--- src/rtl/uart_frame_unpacker_pkg.sv ---
// Shared definitions for the UART frame unpacker: field widths, the default
// header sync marker and the frame-assembly state encoding.
package uart_frame_unpacker_pkg;

    localparam int BYTE_W        = 8;
    localparam int CONTROL_W     = 6;
    localparam int FRAME_COUNT_W = 16;

    localparam logic [1:0] SYNC_DEFAULT = 2'b10;

    typedef enum logic {
        IDLE    = 1'b0,
        PAYLOAD = 1'b1
    } state_t;

endpackage

--- src/rtl/uart_frame_unpacker_if.sv ---
// Byte-stream input and assembled-word output bundle of the frame unpacker.
// The master side feeds received bytes and consumes results; the slave side
// is the unpacker itself.
interface uart_frame_unpacker_if #(
    parameter int WIDTH_DOUT = 128
);
    import uart_frame_unpacker_pkg::*;

    logic [BYTE_W-1:0]        rx_data;
    logic                     rx_valid;
    logic [WIDTH_DOUT-1:0]    dout;
    logic                     dout_valid;
    logic [CONTROL_W-1:0]     control;
    logic                     frame_err;
    logic [FRAME_COUNT_W-1:0] frame_count;

    modport master (
        output rx_data,
        output rx_valid,
        input  dout,
        input  dout_valid,
        input  control,
        input  frame_err,
        input  frame_count
    );

    modport slave (
        input  rx_data,
        input  rx_valid,
        output dout,
        output dout_valid,
        output control,
        output frame_err,
        output frame_count
    );

endinterface

--- src/rtl/uart_frame_unpacker_byte_shift_assembler.sv ---
// Collects payload bytes MSB-first into a wide word. The output already
// includes a byte being shifted on the current edge, so the parent can
// capture the complete word on the same edge as the final byte.
module byte_shift_assembler
    import uart_frame_unpacker_pkg::*;
#(
    parameter int WIDTH_DOUT = 128
) (
    input  logic                  clk,
    input  logic                  rst,
    input  logic                  shift_en,
    input  logic                  clr,
    input  logic [BYTE_W-1:0]     byte_in,
    output logic [WIDTH_DOUT-1:0] word
);

    logic [WIDTH_DOUT-1:0] word_q;
    logic [WIDTH_DOUT-1:0] word_d;

    // Clear wins over shift; a shift drops the oldest byte off the top.
    always_comb begin
        word_d = word_q;
        if (clr) begin
            word_d = '0;
        end else if (shift_en) begin
            word_d = WIDTH_DOUT'({word_q, byte_in});
        end
    end

    assign word = word_d;

    // Assembly register, cleared by the active-low asynchronous reset.
    always_ff @(posedge clk or negedge rst) begin
        if (!rst) begin
            word_q <= '0;
        end else begin
            word_q <= word_d;
        end
    end

endmodule

--- src/rtl/uart_frame_unpacker.sv ---
// Turns a UART byte stream into framed wide words: a header byte carrying a
// sync marker and control field, followed by WIDTH_DOUT/8 payload bytes.
// Bad headers and stalled frames are dropped and reported on frame_err.
module uart_frame_unpacker
    import uart_frame_unpacker_pkg::*;
#(
    parameter int         WIDTH_DOUT     = 128,
    parameter int         TIMEOUT_CYCLES = 100000,
    parameter logic [1:0] SYNC           = SYNC_DEFAULT
) (
    input  logic                   clk,
    input  logic                   rst,
    uart_frame_unpacker_if.slave   bus
);

    localparam int NBYTES  = WIDTH_DOUT / BYTE_W;
    localparam int IDX_W   = $clog2(NBYTES + 1);
    localparam int TIMER_W = $clog2(TIMEOUT_CYCLES + 1);

    localparam logic [IDX_W-1:0]   LAST_IDX    = IDX_W'(NBYTES - 1);
    localparam logic [TIMER_W-1:0] TIMER_LIMIT = TIMER_W'(TIMEOUT_CYCLES - 1);

    state_t                   state_q,       state_d;
    logic [IDX_W-1:0]         idx_q,         idx_d;
    logic [TIMER_W-1:0]       timer_q,       timer_d;
    logic [CONTROL_W-1:0]     pend_ctrl_q,   pend_ctrl_d;
    logic [WIDTH_DOUT-1:0]    dout_q,        dout_d;
    logic [CONTROL_W-1:0]     control_q,     control_d;
    logic                     dout_valid_q,  dout_valid_d;
    logic                     frame_err_q,   frame_err_d;
    logic [FRAME_COUNT_W-1:0] frame_count_q, frame_count_d;

    logic                     shift_en;
    logic                     clr;
    logic [WIDTH_DOUT-1:0]    asm_word;
    logic [TIMER_W-1:0]       timer_inc;

    byte_shift_assembler #(
        .WIDTH_DOUT (WIDTH_DOUT)
    ) u_assembler (
        .clk      (clk),
        .rst      (rst),
        .shift_en (shift_en),
        .clr      (clr),
        .byte_in  (bus.rx_data),
        .word     (asm_word)
    );

    assign timer_inc = timer_q + TIMER_W'(1);

    // Frame state machine: header check, payload counting, idle timeout and
    // the next values of every registered output.
    always_comb begin
        state_d       = state_q;
        idx_d         = idx_q;
        timer_d       = timer_q;
        pend_ctrl_d   = pend_ctrl_q;
        dout_d        = dout_q;
        control_d     = control_q;
        dout_valid_d  = 1'b0;
        frame_err_d   = 1'b0;
        frame_count_d = frame_count_q;
        shift_en      = 1'b0;
        clr           = 1'b0;

        case (state_q)
            IDLE: begin
                if (bus.rx_valid) begin
                    if (bus.rx_data[7:6] == SYNC) begin
                        pend_ctrl_d = bus.rx_data[CONTROL_W-1:0];
                        clr         = 1'b1;
                        idx_d       = '0;
                        timer_d     = '0;
                        state_d     = PAYLOAD;
                    end else begin
                        frame_err_d = 1'b1;
                    end
                end
            end

            PAYLOAD: begin
                if (bus.rx_valid) begin
                    shift_en = 1'b1;
                    timer_d  = '0;
                    if (idx_q == LAST_IDX) begin
                        dout_d        = asm_word;
                        control_d     = pend_ctrl_q;
                        dout_valid_d  = 1'b1;
                        frame_count_d = frame_count_q + FRAME_COUNT_W'(1);
                        idx_d         = '0;
                        state_d       = IDLE;
                    end else begin
                        idx_d = idx_q + IDX_W'(1);
                    end
                end else if (timer_inc >= TIMER_LIMIT) begin
                    frame_err_d = 1'b1;
                    timer_d     = '0;
                    idx_d       = '0;
                    state_d     = IDLE;
                end else begin
                    timer_d = timer_inc;
                end
            end

            default: begin
                state_d = IDLE;
            end
        endcase
    end

    // All state and outputs are registered; active-low asynchronous reset
    // discards any partial frame without a pulse.
    always_ff @(posedge clk or negedge rst) begin
        if (!rst) begin
            state_q       <= IDLE;
            idx_q         <= '0;
            timer_q       <= '0;
            pend_ctrl_q   <= '0;
            dout_q        <= '0;
            control_q     <= '0;
            dout_valid_q  <= 1'b0;
            frame_err_q   <= 1'b0;
            frame_count_q <= '0;
        end else begin
            state_q       <= state_d;
            idx_q         <= idx_d;
            timer_q       <= timer_d;
            pend_ctrl_q   <= pend_ctrl_d;
            dout_q        <= dout_d;
            control_q     <= control_d;
            dout_valid_q  <= dout_valid_d;
            frame_err_q   <= frame_err_d;
            frame_count_q <= frame_count_d;
        end
    end

    assign bus.dout        = dout_q;
    assign bus.control     = control_q;
    assign bus.dout_valid  = dout_valid_q;
    assign bus.frame_err   = frame_err_q;
    assign bus.frame_count = frame_count_q;

endmodule

--- src/flat_wrapper.sv ---
// flat-port wrapper written by rule: the top's interface ports become plain ports
module uart_frame_unpacker_flat import uart_frame_unpacker_pkg::*;
#(
    parameter int         WIDTH_DOUT     = 128,
    parameter int         TIMEOUT_CYCLES = 100000,
    parameter logic [1:0] SYNC           = SYNC_DEFAULT
)
  (clk, rst, bus_rx_data, bus_rx_valid, bus_dout, bus_dout_valid, bus_control, bus_frame_err, bus_frame_count);
  uart_frame_unpacker_if #(.WIDTH_DOUT(WIDTH_DOUT)) bus_i ();
  input  logic clk;
  input  logic rst;
  input wire logic [$bits(bus_i.rx_data)-1:0] bus_rx_data;
  input wire logic [$bits(bus_i.rx_valid)-1:0] bus_rx_valid;
  output wire logic [$bits(bus_i.dout)-1:0] bus_dout;
  output wire logic [$bits(bus_i.dout_valid)-1:0] bus_dout_valid;
  output wire logic [$bits(bus_i.control)-1:0] bus_control;
  output wire logic [$bits(bus_i.frame_err)-1:0] bus_frame_err;
  output wire logic [$bits(bus_i.frame_count)-1:0] bus_frame_count;
  assign bus_i.rx_data = bus_rx_data;
  assign bus_i.rx_valid = bus_rx_valid;
  assign bus_dout = bus_i.dout;
  assign bus_dout_valid = bus_i.dout_valid;
  assign bus_control = bus_i.control;
  assign bus_frame_err = bus_i.frame_err;
  assign bus_frame_count = bus_i.frame_count;
  uart_frame_unpacker #(.WIDTH_DOUT(WIDTH_DOUT), .TIMEOUT_CYCLES(TIMEOUT_CYCLES), .SYNC(SYNC)) u_core (.clk(clk), .rst(rst), .bus(bus_i));
endmodule
--- config.mk ---
export PLATFORM = sky130hd
export DESIGN_NAME = uart_frame_unpacker_flat
export DESIGN_NICKNAME = d
export VERILOG_FILES = /design/src/rtl/uart_frame_unpacker_pkg.sv /design/src/rtl/uart_frame_unpacker_if.sv /design/src/rtl/uart_frame_unpacker_byte_shift_assembler.sv /design/src/rtl/uart_frame_unpacker.sv /design/src/flat_wrapper.sv
export SDC_FILE = /design/constraint.sdc
export NUM_CORES = 1
export LEC_CHECK = 0
export CORE_MARGIN = 10
export CORE_UTILIZATION = 55
export DETAILED_ROUTE_END_ITERATION = 6
export GPL_TIMING_DRIVEN = 0
export PLACE_DENSITY = 0.79
export SYNTH_ARGS = -nofsm -noshare
export SYNTH_HDL_FRONTEND = slang
export SYNTH_HIERARCHICAL = 1
export SYNTH_SLANG_ARGS = --single-unit
--- constraint.sdc ---
create_clock -name clk -period 2.65 [get_ports clk]
set_input_delay 0.3975 -clock clk [delete_from_list [all_inputs] [get_ports clk]]
set_output_delay 0.3975 -clock clk [all_outputs]
set_load 0.05 [all_outputs]
==> metrics.yaml <==
yosys:
  syn-num-nets: 976
  synthSimpleGateAreaFrac: 0.0779
  synth_top_family_by_area: "multiplexers"
  ys_warn_count: 6
  synthTopCellsByArea: "dfrtp_1 60%, mux2_2 12%, mux2i_1 10%, nor2_1 4.3%, buf_12 2.0%"
  yosysTopAreaCellShare: 0.605
  synthMuxAreaShare: 0.225
  synth_edf_count: 0
  ys.flop_type: "dfrtp_1"
  synthArstFlopShare: 1.00
  synth_area_um2: 12800
  synth_cell_types: 46
  synthCells: 961
  synth_xor_area_frac: 0.0116
  ys_ff_latch: 309
  synth-adder-area-share: 0.00391
  yosys.area.top_type: "dfrtp_1"
  synth_compound_gate_area_share: 0.0376
  ys_seq_area_frac: 0.605
  syn_avg_cell_area_um2: 13.3
setup_path:
  path_class: "in -> reg"
  cp_max_fo: 10
  cp_data_required_time_ns: 3.08
  endpoint_kind: "register"
  crit_arrival_ns: 2.92
  slowest_delay_ns: 0.49
  crit_path_cell_trace: "clkdlybuf4s50_1, nor2b_1, nand2_1, nor2_2, buf_2, clkbuf_1, nor2_1, mux2_2"
  r2r-start: "u_core/timer_q[0]"
  reg2reg_slack_ns: 0.20
  start_kind: "input port"
  regToRegEndpoint: "u_core/timer_q[15]"
  slowest_stage: "clkdlybuf4s50_1"
  rr_worst_depth: 9
place:
  place_inst: 1438
  place_congestion: 0.894
  placed_cell_area_um2: 14900
  dpl.hpwl_um: 21000
  numPortBuffers: 162
  dp_slack_ns: -0.827
clocking:
  h-tree-depth: 1
  clkSinkCount: 309
  clkTransAtPathRegs_ns: 0.06
  cts-root-buf: "clkbuf_16"
  worst_skew_pair.late_latency_ns: 0.55
  cts_tree: "done"
  cts_buffers: 31
  cts_max_path_buffers: 3
hold_path:
  holdPathEnd: "u_core/bus.frame_count[15]"
  min_path_cells: 1
  worstHoldStart: "u_core/bus.frame_count[15]"
  min_path_type: "reg -> reg"
final_layout:
  multi_input_area_um2: 4570
  final_common_cell: "dfrtp_1"
  fin_area_um2: 15900
  final_cell_mix: "307 x dfrtp_1, 161 x clkdlybuf4s50_1, 147 x nor2_1"
  finalNetCount: 1173
  syn2layout_area_growth_pct: 24.0
  utilization: 0.697
  nFillCells: 1595
  drive_gt1_frac: 0.205
  seqCellArea_um2: 7730
  final_cell_count_no_fill: 1496
timing:
  min_period_over_period: 0.941
  worst-slew-pin-transition_ns: 0.740
  fin_ws_ns: 0.156
  setup_viol: 0
  drv_slew: 0
  grt_setup_unrepaired: "false"
  fin_tns_setup_ns: 0
  finalCriticalPeriod_ns: 2.49
  clock_skew_ns: 0.0107
  fmax_mhz: 401
  final-hold-violation-count: 0
  max_slew_margin: 0.507
detailed_routing:
  routed-via-count: 8122
  wl_per_cell_um: 19.8
  ant_nets: 0
  vias_per_cell: 5.43
  drtIter0Drc: 617
  post-route-drc-count: 0
  drt-pass1-iter-count: 4
  wl_um: 29600
power_and_ir_drop:
  switching_share: 0.274
  pwr-share-seq: 0.500
  p_switching_w: 0.00314
  comb_power_share: 0.142
  clockPowerShare: 0.358
  total_leakage_power_nw: 7.52
  intPower_w: 0.00833
  peakVddDrop_mv: 0.616
  powerDensity_nw_per_um2: 723
grt:
  grt_use_total: 0.203
  grt_pass1_vias: 8713
  grt_max_degree: 124
  antenna_found_initial: 1
  grt-ovfl-total: 0
  grt_pass1_wl_um: 48200
run_status:
  outcome: "finished, final reports clean"
floorplanning:
  rows: 55
  die_h_um: 172
  start_util: 0.561
  io_pins: 163
  core_area_um2: 22800
  die_area_um2: 29800
  die_w_um: 172
job:
  max-cap-violations: 0
routing by layer:
metal | vias up | track usage | part of all wire
met5 | - | 0 | 0
met4 | 0 | 0.0551 | 0.021
met3 | 45 | 0.0486 | 0.057
met2 | 161 | 0.336 | 0.49
met1 | 4149 | 0.263 | 0.44
li1 | 3767 | - | -
through the flow:
stage               power (W)  hold WS (ns)
finish                 0.0115         0.472
global route           0.0120         0.512
CTS                    0.0116         0.478
detailed placement    0.00743         0.470
global placement      0.00735         0.467
floorplan             0.00681         0.102
power by group through the flow:
| stage | clock network, W | registers [W] | logic [W] |
|---|---|---|---|
| floorplan | 0 | 0.00574 | 0.00107 |
| global placement | 0 | 0.00579 | 0.00156 |
| detailed placement | 0 | 0.00580 | 0.00162 |
| CTS | 0.00419 | 0.00573 | 0.00164 |
| global route | 0.00440 | 0.00579 | 0.00182 |
| finish | 0.00411 | 0.00573 | 0.00163 |
repair_timing:
action | in CTS | in global routing
hold buffers | 1 | 0
pin swaps | 0 | 2
endpoints found under the hold margin | 94 | 0
setup endpoints to repair | 107 | 42
buffers inserted | 0 | 1
gates resized for setup | 3 | 13
gates cloned | 0 | 0
critical path: cells and delay by family:
kind                   cells  cell delay [ns]
AND/OR/NAND/NOR            4             0.97
buffers and inverters      3             1.25
multiplexers               1             0.29
cell families after synthesis:
| kind of cell | Yosys count |
|---|---|
| flip-flops | 309 |
| AO/OA/AOI/OAI | 66 |
| adder cells (fa/ha/maj) | 4 |
| multiplexers | 270 |
| AND/OR/NAND/NOR | 228 |
| buffers and inverters | 67 |
| XOR/XNOR | 17 |
how the worst max path moves through the flow:
stage | startpoint | end
after global routing | u_core/timer_q[0] | u_core/timer_q[15]
after CTS | u_core/timer_q[0] | u_core/timer_q[15]
final | bus_rx_data[7] | u_core/bus.dout[53]
after detailed placement | bus_rx_valid | u_core/bus.dout[123]
after global placement | rst | u_core/bus.dout[49]
after floorplan | u_core/timer_q[0] | u_core/timer_q[7]
cells in the mapped netlist (2+ instances only):
| library cell | n |
|---|---|
| a22oi_1 | 4 |
| and4_1 | 5 |
| clkbuf_1 | 21 |
| inv_1 | 13 |
| mux2i_1 | 129 |
| o31ai_1 | 2 |
| nand3_2 | 2 |
| nand2_1 | 29 |
| nor2_1 | 148 |
| nor2b_1 | 3 |
| buf_2 | 17 |
| a21oi_1 | 11 |
| ha_1 | 4 |
| o21ai_0 | 9 |
| xor2_1 | 4 |
| buf_6 | 2 |
| a22o_1 | 3 |
| dfrtp_1 | 309 |
| buf_12 | 13 |
| nor3_1 | 2 |
| xnor2_1 | 13 |
| o31ai_2 | 3 |
| and3_1 | 10 |
| nand4_1 | 7 |
| o21bai_1 | 2 |
| mux2_2 | 141 |
| a31oi_1 | 4 |
| o2111ai_1 | 2 |
| o221ai_1 | 3 |
| nor4_1 | 3 |
| nand3_1 | 16 |
| o211ai_1 | 13 |
registers in the layout, indices dropped and copies added (netlist names):
signal / count
u_core/bus.control: 6
u_core/bus.frame_count: 16
u_core/bus.dout: 128
u_core/pend_ctrl_q: 6
u_core/bus.dout_valid: 1
u_core/bus.frame_err: 1
u_core/state_q: 1
u_core/timer_q: 17
u_core/idx_q: 5
u_core/u_assembler/word_q: 128
layout make-up:
type	count	area share
Tap cell	313	0.0247
Buffer	52	0.0285
Antenna cell	1	0.000158
Multi-Input combinational cell	585	0.288
Sequential cell	309	0.488
Clock inverter	8	0.00300
Timing Repair Buffer	166	0.107
Clock buffer	49	0.0576
Inverter	13	0.00308
(Power assumes the default switching activity.)
